### src/rtl/gcd_arbiter.sv
// Round-robin arbiter sharing one gcd engine between NREQ requesters,
// with a watchdog that turns a hung engine into an error response.
//
// state | meaning
// IDLE  | waiting for any req, next grant searched from ptr+1
// ISSUE | operands captured, start pulse being launched
// WAIT  | engine running, watchdog counting
// RESP  | response held on rsp_* until the owner acks
module gcd_arbiter #(
    parameter int NREQ    = 4,
    parameter int WIDTH   = 32,
    parameter int TIMEOUT = 1024
) (
    input  logic                  clk,
    input  logic                  reset_n,
    input  logic [NREQ-1:0]       req,
    input  logic [NREQ*WIDTH-1:0] a_in,
    input  logic [NREQ*WIDTH-1:0] b_in,
    output logic [NREQ-1:0]       gnt,
    output logic [NREQ-1:0]       rsp_valid,
    output logic [WIDTH-1:0]      rsp_result,
    output logic                  rsp_err,
    input  logic [NREQ-1:0]       rsp_ack,
    output logic [WIDTH-1:0]      eng_a,
    output logic [WIDTH-1:0]      eng_b,
    output logic                  eng_start,
    input  logic [WIDTH-1:0]      eng_result,
    input  logic                  eng_done,
    output logic                  busy
);
    localparam int IDX_W = $clog2(NREQ);
    localparam int SUM_W = IDX_W + 1;
    localparam int WD_W  = $clog2(TIMEOUT);

    typedef enum logic [1:0] {IDLE, ISSUE, WAIT, RESP} state_t;

    state_t           state;
    logic [IDX_W-1:0] ptr;
    logic [IDX_W-1:0] owner;
    logic [WD_W-1:0]  wd_cnt;
    logic [IDX_W-1:0] win;
    logic [IDX_W-1:0] cand;
    logic [SUM_W-1:0] cand_sum;
    logic             found;

    // Scan ptr+1, ptr+2, ... modulo NREQ; the first set req bit wins.
    always_comb begin
        win      = '0;
        found    = 1'b0;
        cand     = '0;
        cand_sum = '0;
        for (int k = 1; k <= NREQ; k++) begin
            cand_sum = SUM_W'(ptr) + SUM_W'(k);
            if (cand_sum >= SUM_W'(NREQ))
                cand_sum = cand_sum - SUM_W'(NREQ);
            cand = cand_sum[IDX_W-1:0];
            if (!found && req[cand]) begin
                win   = cand;
                found = 1'b1;
            end
        end
    end

    always_ff @(posedge clk or negedge reset_n) begin
        if (!reset_n) begin
            state      <= IDLE;
            ptr        <= IDX_W'(NREQ - 1);
            owner      <= '0;
            wd_cnt     <= '0;
            gnt        <= '0;
            rsp_valid  <= '0;
            rsp_result <= '0;
            rsp_err    <= 1'b0;
            eng_a      <= '0;
            eng_b      <= '0;
            eng_start  <= 1'b0;
            busy       <= 1'b0;
        end else begin
            gnt       <= '0;
            eng_start <= 1'b0;
            case (state)
                IDLE: begin
                    if (found) begin
                        eng_a <= a_in[int'(win)*WIDTH +: WIDTH];
                        eng_b <= b_in[int'(win)*WIDTH +: WIDTH];
                        gnt   <= NREQ'(1) << win;
                        owner <= win;
                        busy  <= 1'b1;
                        state <= ISSUE;
                    end
                end
                ISSUE: begin
                    eng_start <= 1'b1;
                    wd_cnt    <= '0;
                    state     <= WAIT;
                end
                WAIT: begin
                    // A completion landing on the timeout cycle still wins.
                    if (eng_done) begin
                        rsp_result <= eng_result;
                        rsp_err    <= 1'b0;
                        rsp_valid  <= NREQ'(1) << owner;
                        state      <= RESP;
                    end else if (wd_cnt == WD_W'(TIMEOUT - 1)) begin
                        rsp_result <= '0;
                        rsp_err    <= 1'b1;
                        rsp_valid  <= NREQ'(1) << owner;
                        state      <= RESP;
                    end else begin
                        wd_cnt <= wd_cnt + 1'b1;
                    end
                end
                RESP: begin
                    if (rsp_ack[owner]) begin
                        rsp_valid <= '0;
                        rsp_err   <= 1'b0;
                        ptr       <= owner;
                        busy      <= 1'b0;
                        state     <= IDLE;
                    end
                end
                default: state <= IDLE;
            endcase
        end
    end
endmodule

### config.mk
export PLATFORM = sky130hd
export DESIGN_NAME = gcd_arbiter
export DESIGN_NICKNAME = d
export VERILOG_FILES = /design/src/rtl/gcd_arbiter.sv
export SDC_FILE = /design/constraint.sdc
export NUM_CORES = 1
export LEC_CHECK = 0
export BUFFER_PORTS_ARGS = -buffer_cell sky130_fd_sc_hd__buf_2
export CORE_AREA = 2 2 158 160
export CTS_BUF_LIST = sky130_fd_sc_hd__clkbuf_16
export DETAILED_ROUTE_END_ITERATION = 10
export DIE_AREA = 0 0 160 162
export PLACE_DENSITY = 0.62
export SETUP_SLACK_MARGIN = 0.2
export SYNTH_ARGS = -nofsm -noshare
export SYNTH_HDL_FRONTEND = slang
export SYNTH_SLANG_ARGS = --single-unit
### constraint.sdc
create_clock -name clk -period 2.34 [get_ports clk]
set_input_delay 0.234 -clock clk [delete_from_list [all_inputs] [get_ports clk]]
set_output_delay 0.234 -clock clk [all_outputs]
set_load 0.05 [all_outputs]
Word level (Yosys, flattened, before mapping)
Cells that the tools add are included.
{ "totals": {"reg_bits": 123, "inputBits": 299, "out_inout_bits": 107} }
{ "classes": {"n_addsub": 9, "magnitude_cmp": 9, "n_eq_ne": 9, "shifts": 4, "mux": 45, "reduce_logical": 18} }
{ "ops": {"columns": ["op", "count"], "rows": [
  ["$shiftx A128 B8 Y32", 2],
  ["$mux W32", 2],
  ["$mux W2", 12],
  ["$mux W10", 2],
  ["$mux W4", 5],
  ["$pmux W10 S2", 1],
  ["$lt A2 B3 Y1 const B", 5],
  ["$mux W1", 14],
  ["$ge A3 B3 Y1 const B", 4],
  ["$reduce_and A3 Y1", 4],
  ["$add A10 B1 Y10 const B", 1],
  ["$bmux W1 S2", 5],
  ["$eq A10 B10 Y1 const B", 1],
  ["$ne A2 B2 Y1 const B", 4],
  ["$pmux W2 S4", 1],
  ["$pmux W4 S2", 1],
  ["$reduce_bool A2 Y1", 4],
  ["$shl A1 B2 Y4 const A", 2],
  ["$sub A2 B1 Y2 const B", 4],
  ["$add A2 B2 Y3 const B", 2],
  ["$reduce_and A2 Y1", 3],
  ["$eq A2 B2 Y1 const B", 2],
  ["$pmux W1 S2", 2],
  ["$add A2 B1 Y3 const B", 1],
  ["other kinds (6)", 10]
]} }

Logic depth before layout (Yosys ltp)
Gate-level depths: netlist of the first run.
{ "depth": {"depth_word": 18, "mapped_depth": 8} }

Worst setup path after synthesis of the first run
No wires, ideal clock.
{ "synth_path": {"path_kind": "flip-flop to flip-flop", "from": "reg state[0]", "to": "reg wd_cnt[7]", "setup_time_ns": 0.076, "arrival_ns": 1.772, "t_required_ns": 2.264, "slack_ns": 0.492, "stages_incl_launch_ff": 9, "synth_period_minus_slack_ns": 1.848, "path_cell_list": "dfrtp_1 -> inv_1 -> ha_1 -> buf_2 -> nor2b_1 -> buf_1 -> o2111ai_1 -> or4_1 -> o21ai_1"} }
{ "synth_via": {"elab_chain_cells": 3} }
{ "synth_lines": {"columns": ["item", "line_no", "source"], "rows": [
  ["start: declaration", "37", "state_t state;"],
  ["start signal: assignment", "66", "state <= IDLE;"],
  ["start signal: assignment", "89", "state <= ISSUE;"],
  ["start signal: assignment", "95", "state <= WAIT;"],
  ["$eq A2 B2 Y1 / $eq A2 B1 Y1 (equally long branches)", "81", "case (state)"],
  ["$ne A2 B2 Y1 (no line) / $reduce_bool A2 Y1 (equally long branches)", null, null],
  ["$reduce_and A3 Y1 (no line)", null, null],
  ["end signal: assignment", "110", "wd_cnt <= wd_cnt + 1'b1;"],
  ["end: declaration", "40", "logic [WD_W-1:0] wd_cnt;"]
]} }
Parallel ways exist; a longest one is shown, timed or not.
A chain may end at the register's enable or synchronous reset.

Worst setup path after layout of the first run
{ "layout_path": {"from": "reg ptr[1]", "to": "reg eng_b[24]"} }
{ "layout_via": {"elab_chain_cells": 16} }
{ "layout_lines": {"columns": ["item", "line_no", "source"], "rows": [
  ["start: declaration", "38", "logic [IDX_W-1:0] ptr;"],
  ["start signal: assignment", "67", "ptr <= IDX_W'(NREQ - 1);"],
  ["start signal: assignment", "117", "ptr <= owner;"],
  ["$add A2 B1 Y3", "53", "cand_sum = SUM_W'(ptr) + SUM_W'(k);"],
  ["$ge A3 B3 Y1 / $sub A2 B1 Y2 (equally long branches)", "54, 55", null],
  ["$mux W2", "54", "if (cand_sum >= SUM_W'(NREQ))"],
  ["$bmux W1 S2", "57", "if (!found && req[cand]) begin"],
  ["$mux W1 (not written as such)", "57", null],
  ["$mux W1", "57", null],
  ["$logic_not A1 Y1", "57", null],
  ["$logic_and A1 B1 Y1", "57", null],
  ["$mux W1", "57", null],
  ["$logic_not A1 Y1", "57", null],
  ["$logic_and A1 B1 Y1", "57", null],
  ["$mux W1", "57", null],
  ["$logic_not A1 Y1", "57", null],
  ["$logic_and A1 B1 Y1", "57", null],
  ["$mux W2 / $mux W1 (equally long branches)", "57", null],
  ["$shiftx A128 B8 Y32 / $reduce_and A2 Y1 (equally long branches)", null, null],
  ["end signal: assignment", "85", "eng_b <= b_in[int'(win)*WIDTH +: WIDTH];"],
  ["end: declaration", "25", "output logic [WIDTH-1:0] eng_b,"]
]} }
Parallel ways exist; a longest one is shown, timed or not. The select of a mux whose other input is x is not followed.

==> results of run 1 <==
cell usage in the layout (no fill, tap or decap), types with 2 or more instances in the layout:
cell and instances:
diode_2 8, nand3_1 6, a22o_1 34, bufinv_16 3, mux2i_1 128, clkinv_2 2
inv_6 5, mux2i_2 3, xor2_1 5, clkinv_4 2, nand2b_2 2, a21oi_2 2
ha_1 4, inv_1 6, nand2_1 80, dfrtp_1 121, o21ai_1 3, dfstp_2 2
mux2_2 2, nor2b_1 4, o221ai_1 64, clkbuf_16 19, nor2_1 14, o21ai_0 7
buf_4 19, buf_2 404, a21oi_1 3, nand2b_1 3, clkinvlp_4 2, buf_12 5
path summary, 6_finish.rpt:
| kind | end | startpoint | slack [ps] |
|---|---|---|---|
| min in group asynchronous | rsp_result[30] | reset_n | 310 |
| setup / recovery | eng_b[24] | ptr[1] | 270 |
| hold reg to reg | eng_b[7] | eng_b[7] | 480 |
| setup reg to reg | eng_b[24] | ptr[1] | 270 |
| hold / removal | rsp_result[21] | eng_result[21] | 30 |
| max in group asynchronous | eng_a[18] | reset_n | 1350 |
sequential cells by signal, indices dropped and copies added, names as in the netlist, 2 cells and up:
| name | count |
|---|---|
| rsp_valid | 4 |
| wd_cnt | 10 |
| rsp_result | 32 |
| eng_a | 32 |
| gnt | 4 |
| eng_b | 32 |
| owner | 2 |
| state | 2 |
| ptr | 2 |
report_power, final:
group	switching (mW)	internal, mW	leakage [nW]
Clock	1.07	1.70	0.297
Sequential	0.572	3.08	1.55
Combinational	5.51	2.53	3.20
cell usage after synthesis (all sizes together):
| cell | instances |
|---|---|
| and3 | 2 |
| o31ai | 2 |
| a22o | 34 |
| or2 | 1 |
| mux2i | 131 |
| dfrtp | 121 |
| inv | 7 |
| nor2 | 14 |
| o21ai | 11 |
| a21oi | 5 |
| or3b | 1 |
| and2 | 1 |
| nand3 | 6 |
| bufbuf | 4 |
| o2111ai | 1 |
| a31oi | 1 |
| or4 | 1 |
| nand2 | 81 |
| nor4 | 1 |
| buf | 22 |
| xor2 | 5 |
| o221ai | 64 |
| and4 | 2 |
| clkbuf | 20 |
| ha | 5 |
| mux4 | 1 |
| a21boi | 1 |
| mux2 | 3 |
| o22ai | 2 |
| dfstp | 2 |
| a211oi | 1 |
| o32a | 1 |
| a41oi | 1 |
| nor2b | 4 |
| o221a | 1 |
| nand2b | 6 |
metal layers:
layer,up-vias,track usage (%)
li1,2955,-
met1,2874,21.5
met2,279,29.6
met3,27,6.38
met4,0,6.55
met5,-,0
stage by stage:
step	util [%]	hold WS, ps	cell area [um2]
3_5_place_dp	36.8	194	8860
4_1_cts	39.4	9.65	9500
5_1_grt	39.8	7.08	9590
2_1_floorplan	-	-61.6	6570
6_report	39.8	34.6	9600
3_3_place_gp	36.8	189	8860
repair_timing:
action / in CTS / in global routing
endpoints found under the setup margin: 2 / 51
hold buffers: 1 / 0
setup buffers: 0 / 1
resized for setup: 3 / 6
pin swaps: 0 / 1
endpoints found under the hold margin: 45 / 0
gates cloned: 0 / 2
area by class of cell:
class                           instances  area, um2  area share, %
Sequential cell                       123       3080           32.1
Clock inverter                         15        188           1.95
Inverter                                7       26.3          0.274
Tap cell                              324        405           4.22
Multi-Input combinational cell        390       3100           32.2
Clock buffer                           17        425           4.43
Timing Repair Buffer                  433       2360           24.6
Antenna cell                            8       20.0          0.208
kinds of logic (layout without fill, tap and decap cells):
kind of cell / count (synthesis) / in the layout / share of synthesized area [%]
muxes: 135 / 135 / 20.8
AOI/OAI and AO/OA: 125 / 125 / 15.9
DFF: 123 / 123 / 46.9
and+or+nand+nor: 120 / 120 / 8.11
buffers and inverters: 53 / 472 / 6.65
adders and majority gates: 5 / 5 / 0.952
xor gates and xnor gates: 5 / 5 / 0.667
other: 0 / 8 / 0
==> report_table.html, run 1 <==
<table>
<tr><th>Metric</th><th>Value</th></tr>
<tr><th colspan="2">Detailed routing</th></tr>
<tr><td>Highest layer used for signal routing</td><td>met4</td></tr>
<tr><td>Avg WL per Cell</td><td>18.2 um</td></tr>
<tr><td>Met2 wire length</td><td>~12000 um</td></tr>
<tr><td>Detailed-routing wirelength on met1</td><td>about 9700 um</td></tr>
<tr><td>Detail-routed via count per cell</td><td>4.66</td></tr>
<tr><td>Number of DRC markers in iteration 0</td><td>approximately 350</td></tr>
<tr><td>Detailed route wirelength on metal3</td><td>~2000 um</td></tr>
<tr><td>Via total after detailed routing</td><td>6135</td></tr>
<tr><td>Antenna Nets Post-Route</td><td>0</td></tr>
<tr><td>DRC errors left</td><td>0</td></tr>
<tr><td>Drt total wl</td><td>about 24000 um</td></tr>
<tr><td>Pre-Repair DR Iteration Count</td><td>4</td></tr>
<tr><th colspan="2">Timing</th></tr>
<tr><td>Min Clock Period, post-route</td><td>a little over 2000 ps</td></tr>
<tr><td>Final Cycle Share</td><td>about nine tenths</td></tr>
<tr><td>Setup repair after global routing missed its margin</td><td>false</td></tr>
<tr><td>Final slew viol count</td><td>0</td></tr>
<tr><td>Transition time at the pin with the least slew margin</td><td>between 500 and 600 ps</td></tr>
<tr><td>Slew Limit Headroom</td><td>63.8%</td></tr>
<tr><td>Worst Skew</td><td>approximately 9.7 ps</td></tr>
<tr><td>Final setup TNS</td><td>0 ps</td></tr>
<tr><td>Upper clock frequency limit</td><td>482 MHz</td></tr>
<tr><td>Number of endpoints with negative hold slack in the final report</td><td>0</td></tr>
<tr><td>Post-route worst setup slack</td><td>~270 ps</td></tr>
<tr><td>Final Setup Violations</td><td>0</td></tr>
<tr><th colspan="2">Run</th></tr>
<tr><td>Count of max-cap constraint violations</td><td>0</td></tr>
<tr><th colspan="2">Setup path</th></tr>
<tr><td>Total stage count of the critical path</td><td>6</td></tr>
<tr><td>Cell family with the largest share of critical-path delay</td><td>flip-flops</td></tr>
<tr><td>Delay of the slowest critical-path stage</td><td>590 ps</td></tr>
<tr><td>Worst endpoint data arrival time</td><td>between 2000 and 2500 ps</td></tr>
<tr><td>Buffering stage count on the worst path with inverters included</td><td>2</td></tr>
<tr><td>R2R depth</td><td>6</td></tr>
<tr><td>Worst endpoint required time</td><td>approximately 2600 ps</td></tr>
<tr><td>Crit path max-delay cell type</td><td>dfstp_2</td></tr>
<tr><td>Cell-by-cell trace of the critical path</td><td>mux2i_2, o221a_4, buf_12, clkbuf_16, mux2i_1, o221ai_1</td></tr>
<tr><td>Crit path max fanout</td><td>28</td></tr>
<tr><td>Startpoint kind of the worst setup timing path</td><td>flip-flop</td></tr>
<tr><td>Type of destination of the critical path</td><td>flip-flop</td></tr>
<tr><td>Critical path class</td><td>flip-flop to flip-flop</td></tr>
<tr><th colspan="2">Status</th></tr>
<tr><td>Result of the run</td><td>finished, final reports clean</td></tr>
<tr><th colspan="2">Synthesis</th></tr>
<tr><td>Nets in the synthesized netlist</td><td>a little under 900</td></tr>
<tr><td>Sequential area share after synthesis</td><td>46.9%</td></tr>
<tr><td>Most area-hungry cell type in the Yosys netlist</td><td>dfrtp_1</td></tr>
<tr><td>Cell Area, Synth</td><td>6570 um2</td></tr>
<tr><td>Count of cell types in the netlist</td><td>between 50 and 60</td></tr>
<tr><td>Total of flip-flops plus latches after synthesis</td><td>123</td></tr>
<tr><td>Largest cells by area after synthesis</td><td>dfrtp_1 (46%), mux2i_1 (20%), o221ai_1 (8.5%)</td></tr>
<tr><td>Synth top area share</td><td>a little under half</td></tr>
<tr><td>Count of mapped cells out of synthesis</td><td>566</td></tr>
<tr><td>Post-Synthesis Mean Instance Area</td><td>between 10 and 15 um2</td></tr>
<tr><td>Number of warnings reported in the yosys synthesis log</td><td>0</td></tr>
<tr><th colspan="2">Floorplanning</th></tr>
<tr><td>Floorplan core area</td><td>between 20000 and 25000 um2</td></tr>
<tr><td>Std cell rows</td><td>57</td></tr>
<tr><td>Die width</td><td>roughly 160 um</td></tr>
<tr><td>Area of the die</td><td>between 20000 and 30000 um2</td></tr>
<tr><td>Die Y-Extent</td><td>approximately 160 um</td></tr>
<tr><td>Initial cell density of the core</td><td>about 27%</td></tr>
<tr><td>Ports placed on the boundary</td><td>roughly 410</td></tr>
<tr><th colspan="2">GRT</th></tr>
<tr><td>Gr ovfl total</td><td>0</td></tr>
<tr><td>Wire length of the first global-routing pass</td><td>approximately 36000 um</td></tr>
<tr><td>Initial antenna violation count</td><td>8</td></tr>
<tr><td>Largest net degree at the start of global routing</td><td>58</td></tr>
<tr><td>Vias in the first global route</td><td>between 6000 and 7000</td></tr>
<tr><td>Global-route total usage across every layer</td><td>between 15 and 20%</td></tr>
<tr><th colspan="2">Power and ir drop</th></tr>
<tr><td>Final total power</td><td>about 14 mW</td></tr>
<tr><td>VDD IR-drop max</td><td>0.793 mV</td></tr>
<tr><td>Power density cells</td><td>around 1500 nW/um2</td></tr>
<tr><td>Static Leakage</td><td>slightly above 5 nW</td></tr>
<tr><th colspan="2">Min path</th></tr>
<tr><td>Hold crit path type</td><td>primary input to flip-flop</td></tr>
<tr><td>WHS Path Cells</td><td>2</td></tr>
<tr><th colspan="2">CTS</th></tr>
<tr><td>Total clock buffers created by CTS</td><td>17</td></tr>
<tr><td>TritonCTS Sinks</td><td>123</td></tr>
<tr><td>Clock transition at path regs</td><td>60 ps</td></tr>
<tr><td>Clk Tree Root Cell</td><td>clkbuf_16</td></tr>
<tr><td>Clk_lat worst skew</td><td>approximately 400 ps</td></tr>
<tr><td>Maximum level of the CTS H-tree</td><td>4</td></tr>
<tr><td>Clock Path Buffers</td><td>2</td></tr>
<tr><td>CTS tree</td><td>done</td></tr>
<tr><th colspan="2">Placement</th></tr>
<tr><td>Final weighted congestion in routability-driven placement</td><td>approximately 0.85</td></tr>
<tr><td>Number of cells in the design after placement</td><td>1273</td></tr>
<tr><td>Number of port buffers</td><td>approximately 400</td></tr>
<tr><td>DPL Wire Length</td><td>18000 um</td></tr>
<tr><td>Pre-CTS setup slack</td><td>between 150 and 200 ps</td></tr>
<tr><th colspan="2">Final layout</th></tr>
<tr><td>Layout overhead on the synthesized area</td><td>46.2%</td></tr>
<tr><td>Fraction of final layout cells with drive strength greater than 1</td><td>a little under 50%</td></tr>
<tr><td>Count of non-filler cells in the finished layout</td><td>~1300</td></tr>
<tr><td>Nets</td><td>1276</td></tr>
<tr><td>Filler cell count</td><td>2416</td></tr>
</table>
Power figures use the tool's default switching activity.
==> run 2, diff against run 1 <==
--- a/config.mk
+++ b/config.mk
@@ -10,7 +10,8 @@
 export CTS_BUF_LIST = sky130_fd_sc_hd__clkbuf_16
 export DETAILED_ROUTE_END_ITERATION = 10
 export DIE_AREA = 0 0 160 162
-export PLACE_DENSITY = 0.62
+export GPL_TIMING_DRIVEN = 1
+export PLACE_DENSITY = 0.59
 export SETUP_SLACK_MARGIN = 0.2
 export SYNTH_ARGS = -nofsm -noshare
 export SYNTH_HDL_FRONTEND = slang
==> run 2 against run 1 <==
  * Combinational power is 0.7% higher
  * Worst hold slack is essentially flat
  * Via count barely moved
  * Non-clock buffer count is 2 higher
  * Critical path depth increased by 1
  * Largest power group unchanged
  * Highest routed layer unchanged
==> report_table.html, run 2 (synthesized netlist as in run 1, its figures left out) <==
<table>
<tr><th>Metric</th><th>Value</th></tr>
<tr><th colspan="2">Status</th></tr>
<tr><td>Result of the run</td><td>finished, final reports clean</td></tr>
<tr><th colspan="2">GRT</th></tr>
<tr><td>Wire length of the first global-routing pass</td><td>35600 um (-1.0%)</td></tr>
<tr><td>Global-route total usage across every layer</td><td>17.5% (-0.35 points)</td></tr>
<tr><td>Initial antenna violation count</td><td>5 (-3)</td></tr>
<tr><td>Gr ovfl total</td><td>0 (unchanged)</td></tr>
<tr><td>Vias in the first global route</td><td>6436 (-0.11%)</td></tr>
<tr><td>Largest net degree at the start of global routing</td><td>52 (-10%)</td></tr>
<tr><th colspan="2">Power and ir drop</th></tr>
<tr><td>VDD IR-drop max</td><td>0.840 mV (+5.9%)</td></tr>
<tr><td>Final total power</td><td>14.2 mW (-1.6%)</td></tr>
<tr><td>Static Leakage</td><td>5.04 nW (-0.11%)</td></tr>
<tr><td>Power density cells</td><td>1490 nW/um2 (-1.3%)</td></tr>
<tr><th colspan="2">Timing</th></tr>
<tr><td>Worst Skew</td><td>13.7 ps (+4.05 ps)</td></tr>
<tr><td>Setup repair after global routing missed its margin</td><td>true</td></tr>
<tr><td>Final slew viol count</td><td>0 (unchanged)</td></tr>
<tr><td>Min Clock Period, post-route</td><td>2030 ps (-43.4 ps)</td></tr>
<tr><td>Number of endpoints with negative hold slack in the final report</td><td>0 (unchanged)</td></tr>
<tr><td>Transition time at the pin with the least slew margin</td><td>528 ps (-14.9 ps)</td></tr>
<tr><td>Final Cycle Share</td><td>86.7% (-1.9 points)</td></tr>
<tr><td>Upper clock frequency limit</td><td>493 MHz (+2.1%)</td></tr>
<tr><td>Final Setup Violations</td><td>0 (unchanged)</td></tr>
<tr><td>Slew Limit Headroom</td><td>64.8% (+0.99 points)</td></tr>
<tr><td>Final setup TNS</td><td>0 ps (unchanged)</td></tr>
<tr><th colspan="2">Setup path</th></tr>
<tr><td>Startpoint kind of the worst setup timing path</td><td>flip-flop</td></tr>
<tr><td>Type of destination of the critical path</td><td>flip-flop</td></tr>
<tr><td>Crit path max fanout</td><td>18 (-36%)</td></tr>
<tr><td>Worst endpoint required time</td><td>2580 ps (about the same)</td></tr>
<tr><td>Reg2Reg Launch Point</td><td>ptr[1]</td></tr>
<tr><td>Critical path class</td><td>flip-flop to flip-flop</td></tr>
<tr><td>Worst endpoint data arrival time</td><td>2270 ps (-60 ps)</td></tr>
<tr><td>Critical path origin</td><td>ptr[1]</td></tr>
<tr><th colspan="2">Final layout</th></tr>
<tr><td>Nets</td><td>1278 (+0.16%)</td></tr>
<tr><td>Count of non-filler cells in the finished layout</td><td>1315 (-0.15%)</td></tr>
<tr><td>Most frequent standard cell in the layout excluding fill and tap cells</td><td>buf_2</td></tr>
<tr><td>Fraction of final layout cells with drive strength greater than 1</td><td>49.1% (-0.35 points)</td></tr>
<tr><td>Top Registers</td><td>eng_a x32, eng_b x32, rsp_result x32</td></tr>
<tr><td>Most frequent cells in the layout</td><td>buf_2 (404), mux2i_1 (130), dfrtp_1 (121), nand2_1 (80), o221ai_1 (64)</td></tr>
<tr><td>Layout overhead on the synthesized area</td><td>45.7%</td></tr>
<tr><td>Post-route standard cell area excluding fillers</td><td>9570 um2 (-0.33%)</td></tr>
<tr><th colspan="2">Detailed routing</th></tr>
<tr><td>Detail-routed via count per cell</td><td>4.66 (about the same)</td></tr>
<tr><td>Pre-Repair DR Iteration Count</td><td>6 (+2)</td></tr>
<tr><td>Antenna Nets Post-Route</td><td>0 (unchanged)</td></tr>
<tr><td>Number of DRC markers in iteration 0</td><td>294 (-15%)</td></tr>
<tr><td>Drt total wl</td><td>23300 um (-2.9%)</td></tr>
<tr><td>Via total after detailed routing</td><td>6130 (-0.081%)</td></tr>
<tr><td>Avg WL per Cell</td><td>17.7 um (-2.8%)</td></tr>
<tr><td>DRC errors left</td><td>0 (unchanged)</td></tr>
<tr><th colspan="2">Placement</th></tr>
<tr><td>Number of cells in the design after placement</td><td>1275 (+0.16%)</td></tr>
<tr><td>Number of port buffers</td><td>405 (unchanged)</td></tr>
<tr><td>DPL Wire Length</td><td>17600 um (-2.5%)</td></tr>
<tr><td>Cell area after placement</td><td>8890 um2 (+0.40%)</td></tr>
<tr><td>Final weighted congestion in routability-driven placement</td><td>0.852 (+0.35%)</td></tr>
<tr><th colspan="2">CTS</th></tr>
<tr><td>CTS tree</td><td>done</td></tr>
<tr><td>Clock Path Buffers</td><td>2 (unchanged)</td></tr>
<tr><td>TritonCTS Sinks</td><td>123 (unchanged)</td></tr>
<tr><td>Total clock buffers created by CTS</td><td>17 (unchanged)</td></tr>
<tr><td>Clk Tree Root Cell</td><td>clkbuf_16</td></tr>
<tr><td>Clk_lat worst skew</td><td>410 ps (about the same)</td></tr>
<tr><td>Maximum level of the CTS H-tree</td><td>4 (unchanged)</td></tr>
<tr><td>Clock transition at path regs</td><td>60 ps (about the same)</td></tr>
<tr><th colspan="2">Min path</th></tr>
<tr><td>Hold Startpoint</td><td>eng_result[0]</td></tr>
<tr><td>Hold crit path type</td><td>primary input to flip-flop</td></tr>
<tr><th colspan="2">Floorplanning</th></tr>
<tr><td>Ports placed on the boundary</td><td>406 (unchanged)</td></tr>
<tr><td>Die width</td><td>160 um (unchanged)</td></tr>
<tr><td>Floorplan core area</td><td>24100 um2 (unchanged)</td></tr>
<tr><td>Initial cell density of the core</td><td>27.3% (unchanged)</td></tr>
<tr><td>Area of the die</td><td>25900 um2 (unchanged)</td></tr>
<tr><td>Std cell rows</td><td>57 (unchanged)</td></tr>
<tr><td>Die Y-Extent</td><td>162 um (unchanged)</td></tr>
<tr><th colspan="2">Run</th></tr>
<tr><td>Count of max-cap constraint violations</td><td>0 (unchanged)</td></tr>
</table>
run 2: metrics by stage:
step | setup WS, ps | util [%] | hold WS (ps)
after CTS | 204 | 39.2 | 10.4
after floorplan | 492 | - | -61.6
after global routing | 193 | 39.7 | 9.84
final | 310 | 39.7 | 34.9
after detailed placement | 222 | 36.9 | 178
after global placement | 210 | 36.9 | 179
run 2: metal layers:
metal | GRT usage [%] | vias to the layer above | wire, um | share of wire, %
met5 | 0 | - | 0 | 0
met4 | 7.17 | 0 | 581 | 2.5
met3 | 4.88 | 32 | 1620 | 7.0
met1 | 21.1 | 2873 | 9600 | 41
met2 | 29.7 | 265 | 11500 | 49
li1 | - | 2960 | - | -
run 2: power breakdown:
part,internal (mW),leakage (nW),switching (mW)
clock network,1.46,0.269,1.02
registers,3.08,1.55,0.568
logic,2.57,3.22,5.53
run 2: path summary, 6_finish.rpt:
| path | endpoint | slack [ps] | cells after the start |
|---|---|---|---|
| worst max register to register | eng_a[3] | 310 | 7 |
| worst min-delay path | rsp_result[0] | 30 | 2 |
| worst min register to register | eng_b[24] | 480 | 2 |
| max in group asynchronous | ptr[1] | 1410 | 3 |
| min in group asynchronous | rsp_result[13] | 290 | 2 |
| worst max-delay path | eng_a[3] | 310 | 7 |
run 2: critical path: stages, from the launching register on:
cell and delay (ps):
dfstp_2 580, nand2_1 80, a21oi_2 150, o221a_4 250, buf_12 170, buf_16 190, mux2i_4 270, o221ai_1 140
run 2: repair_timing:
item	CTS	global route
setup endpoints to repair	0	35
gates resized for setup	0	9
hold endpoints to repair	40	0
setup buffers	0	1
hold buffers	1	0
run 2: area by class of cell:
class | instances | area, um2
diodes | 5 | 12.5
clock buffers | 17 | 425
clock inverters | 14 | 124
fillers | 2432 | 14500
inverters | 7 | 26.3
multi-input cells | 390 | 3100
flip-flops and latches | 123 | 3080
well taps | 324 | 405
repair buffers | 435 | 2400
==> run 3, diff against run 2 <==
==> config.mk (replaced) <==
export PLATFORM = sky130hd
export DESIGN_NAME = gcd_arbiter
export DESIGN_NICKNAME = d
export VERILOG_FILES = /design/src/rtl/gcd_arbiter.sv
export SDC_FILE = /design/constraint.sdc
export NUM_CORES = 1
export LEC_CHECK = 0
export BUFFER_PORTS_ARGS = -buffer_cell sky130_fd_sc_hd__buf_2
export CORE_AREA = 2 2 157 159
export CTS_BUF_LIST = sky130_fd_sc_hd__clkbuf_8
export DETAILED_ROUTE_END_ITERATION = 10
export DIE_AREA = 0 0 159 161
export GPL_TIMING_DRIVEN = 1
export PLACE_DENSITY = 0.6
export SETUP_SLACK_MARGIN = 0.2
export SLEW_MARGIN = 20
export SYNTH_ARGS = -nofsm -noshare
export SYNTH_HDL_FRONTEND = slang
export SYNTH_SLANG_ARGS = --single-unit
==> run 3 against run 2 <==
  * Register-to-register slack about the same
  * Die area down 1.2%
  * Critical path type unchanged
  * Cell count up 2.2%
  * Largest cell class is now sequential cells
  * Wire length up 2.4%
  * Global-route usage up 0.55 points
  * Worst hold slack better by 66 ps
==> report_table.html, run 3 (synthesized netlist as in run 1, its figures left out) <==
<table>
<tr><th>Metric</th><th>Value</th></tr>
<tr><th colspan="2">Power and ir drop</th></tr>
<tr><td>VDD IR-drop max</td><td>0.982 mV (+17%)</td></tr>
<tr><td>Power density cells</td><td>1410 nW/um2 (-4.9%)</td></tr>
<tr><td>Static Leakage</td><td>5.12 nW (+1.6%)</td></tr>
<tr><th colspan="2">GRT</th></tr>
<tr><td>Gr ovfl total</td><td>0 (unchanged)</td></tr>
<tr><td>Largest net degree at the start of global routing</td><td>57 (+9.6%)</td></tr>
<tr><td>Vias in the first global route</td><td>6436 (unchanged)</td></tr>
<tr><td>Wire length of the first global-routing pass</td><td>36200 um (+1.7%)</td></tr>
<tr><td>Global-route total usage across every layer</td><td>18.1% (+0.55 points)</td></tr>
<tr><td>Initial antenna violation count</td><td>3 (-2)</td></tr>
<tr><th colspan="2">Placement</th></tr>
<tr><td>Number of port buffers</td><td>405 (unchanged)</td></tr>
<tr><td>Cell area after placement</td><td>8910 um2 (+0.14%)</td></tr>
<tr><td>Final weighted congestion in routability-driven placement</td><td>0.830 (-2.6%)</td></tr>
<tr><td>DPL Wire Length</td><td>17500 um (-0.24%)</td></tr>
<tr><th colspan="2">Timing</th></tr>
<tr><td>Final Setup Violations</td><td>0 (unchanged)</td></tr>
<tr><td>Transition time at the pin with the least slew margin</td><td>467 ps (-61.8 ps)</td></tr>
<tr><td>Final Cycle Share</td><td>86.6% (-0.16 points)</td></tr>
<tr><td>Number of endpoints with negative hold slack in the final report</td><td>0 (unchanged)</td></tr>
<tr><td>Slew Limit Headroom</td><td>68.6% (+3.9 points)</td></tr>
<tr><td>Final slew viol count</td><td>0 (unchanged)</td></tr>
<tr><td>Final setup TNS</td><td>0 ps (unchanged)</td></tr>
<tr><td>Upper clock frequency limit</td><td>494 MHz (+0.19%)</td></tr>
<tr><td>Setup repair after global routing missed its margin</td><td>false</td></tr>
<tr><td>Min Clock Period, post-route</td><td>2030 ps (-3.79 ps)</td></tr>
<tr><td>Worst Skew</td><td>18.1 ps (+4.41 ps)</td></tr>
<tr><th colspan="2">Setup path</th></tr>
<tr><td>Critical path class</td><td>flip-flop to flip-flop</td></tr>
<tr><td>R2R depth</td><td>6 (-1)</td></tr>
<tr><td>Reg2Reg Launch Point</td><td>ptr[1]</td></tr>
<tr><td>Worst endpoint required time</td><td>2650 ps (+70 ps)</td></tr>
<tr><td>Critical path origin</td><td>ptr[1]</td></tr>
<tr><td>Setup slack of the worst register-to-register path</td><td>310 ps (about the same)</td></tr>
<tr><td>Capture point of the worst reg-to-reg path</td><td>eng_b[16]</td></tr>
<tr><td>Worst endpoint data arrival time</td><td>2340 ps (+70 ps)</td></tr>
<tr><td>Type of destination of the critical path</td><td>flip-flop</td></tr>
<tr><td>Endpoint of the most critical setup path</td><td>eng_b[16]</td></tr>
<tr><td>Startpoint kind of the worst setup timing path</td><td>flip-flop</td></tr>
<tr><td>Crit path max fanout</td><td>13 (-5)</td></tr>
<tr><th colspan="2">Detailed routing</th></tr>
<tr><td>Antenna Nets Post-Route</td><td>0 (unchanged)</td></tr>
<tr><td>DRC errors left</td><td>0 (unchanged)</td></tr>
<tr><td>Drt total wl</td><td>23800 um (+2.4%)</td></tr>
<tr><td>Number of DRC markers in iteration 0</td><td>265 (-9.9%)</td></tr>
<tr><td>Avg WL per Cell</td><td>17.7 um (+0.22%)</td></tr>
<tr><td>Via total after detailed routing</td><td>6283 (+2.5%)</td></tr>
<tr><td>Pre-Repair DR Iteration Count</td><td>4 (-2)</td></tr>
<tr><td>Detail-routed via count per cell</td><td>4.67 (+0.28%)</td></tr>
<tr><th colspan="2">Floorplanning</th></tr>
<tr><td>Die width</td><td>159 um (-0.63%)</td></tr>
<tr><td>Ports placed on the boundary</td><td>406 (unchanged)</td></tr>
<tr><td>Floorplan core area</td><td>24000 um2 (-0.59%)</td></tr>
<tr><td>Die Y-Extent</td><td>161 um (-0.62%)</td></tr>
<tr><td>Area of the die</td><td>25600 um2 (-1.2%)</td></tr>
<tr><td>Initial cell density of the core</td><td>27.4% (+0.16 points)</td></tr>
<tr><td>Std cell rows</td><td>57 (unchanged)</td></tr>
<tr><th colspan="2">CTS</th></tr>
<tr><td>Clk Tree Root Cell</td><td>clkbuf_8</td></tr>
<tr><td>CTS tree</td><td>done</td></tr>
<tr><td>Clock transition at path regs</td><td>90 ps (+30 ps)</td></tr>
<tr><td>TritonCTS Sinks</td><td>123 (unchanged)</td></tr>
<tr><td>Number of setup buffers added after CTS</td><td>0 (unchanged)</td></tr>
<tr><td>Clock Path Buffers</td><td>2 (unchanged)</td></tr>
<tr><td>Total clock buffers created by CTS</td><td>17 (unchanged)</td></tr>
<tr><td>Clk_lat worst skew</td><td>450 ps (+40 ps)</td></tr>
<tr><td>Maximum level of the CTS H-tree</td><td>4 (unchanged)</td></tr>
<tr><th colspan="2">Status</th></tr>
<tr><td>Result of the run</td><td>finished, final reports clean</td></tr>
<tr><th colspan="2">Final layout</th></tr>
<tr><td>Post-route standard cell area excluding fillers</td><td>9730 um2 (+1.6%)</td></tr>
<tr><td>Nets</td><td>1309 (+2.4%)</td></tr>
<tr><td>Top Registers</td><td>eng_a x32, eng_b x32, rsp_result x32</td></tr>
<tr><td>Fraction of final layout cells with drive strength greater than 1</td><td>47.2% (-1.8 points)</td></tr>
<tr><td>Filler cell count</td><td>2342 (-3.7%)</td></tr>
<tr><td>Most frequent cells in the layout</td><td>buf_2 (404), mux2i_1 (131), dfrtp_1 (121), nand2_1 (80), o221ai_1 (64)</td></tr>
<tr><td>Layout overhead on the synthesized area</td><td>48.1%</td></tr>
<tr><td>Most frequent standard cell in the layout excluding fill and tap cells</td><td>buf_2</td></tr>
<tr><th colspan="2">Min path</th></tr>
<tr><td>Hold crit path type</td><td>primary input to flip-flop</td></tr>
<tr><th colspan="2">Run</th></tr>
<tr><td>Count of max-cap constraint violations</td><td>0 (unchanged)</td></tr>
</table>
-- run 3: cell types whose count changed in the layout (fill, tap and decap cells not counted), sizes merged --
cell and change:
dlygate4sd3 +32, diode -3, clkinv -2, clkinvlp -2, buf -1, inv +5
-- run 3: worst min-delay path by stage --
stage / from / cells past startpoint / slack (ps) / end
floorplan: reset_n / 0 / -60 / busy
global placement: reset_n / 1 / 90 / rsp_result[26]
detailed placement: reset_n / 1 / 90 / rsp_result[26]
CTS: a_in[109] / 3 / 70 / eng_a[13]
global route: b_in[33] / 3 / 80 / eng_b[1]
finish: b_in[6] / 3 / 100 / eng_b[6]
-- run 3: power breakdown --
part | total, mW | switching (mW) | internal [mW]
logic | 8.09 | 5.52 | 2.57
clock network | 2.04 | 1.11 | 0.926
registers | 3.63 | 0.553 | 3.07
-- run 3: timing repair --
action                     CTS  global route
hold buffers                33             0
resized for setup            0             2
setup endpoints to repair    0            22
hold endpoints to repair   153             0
-- run 3: routing by layer --
| layer | part of all wire [%] | global-route usage, % | wire (um) | vias up |
|---|---|---|---|---|
| li1 | - | - | - | 3018 |
| met3 | 8.0 | 5.80 | 1920 | 32 |
| met2 | 49 | 30.5 | 11800 | 293 |
| met5 | 0.055 | 0 | 13 | - |
| met4 | 1.9 | 5.83 | 453 | 2 |
| met1 | 41 | 22.0 | 9680 | 2938 |
-- run 3: area by class of cell --
type	count	area [um2]	area share [%]
sequential	123	3080	31.7
multi-input combinational	390	3070	31.5
timing repair buffer	466	2720	28.0
tap	324	405	4.17
clock buffer	17	234	2.40
clock inverter	15	193	1.98
inverter	7	26.3	0.270
antenna	2	5.00	0.0514
-- run 3: stage by stage --
step                worst slack (ps)  hold WS, ps  power (mW)  util (%)  instances
floorplan                        492        -61.6        9.69         -        566
global placement                 337         88.8        11.6      37.2       1275
detailed placement               229         88.4        11.7      37.2       1275
CTS                              219         65.0        13.8      40.3       1340
global route                     215         81.6        14.6      40.6       1344
finish                           314          101        13.8      40.6       1344
-- run 3: critical path, stage by stage (launching register included) --
cell and delay [ps]:
dfstp_2 590, mux2i_1 250, o221a_4 290, buf_12 180, buf_4 170, mux2i_1 260
o221ai_1 150
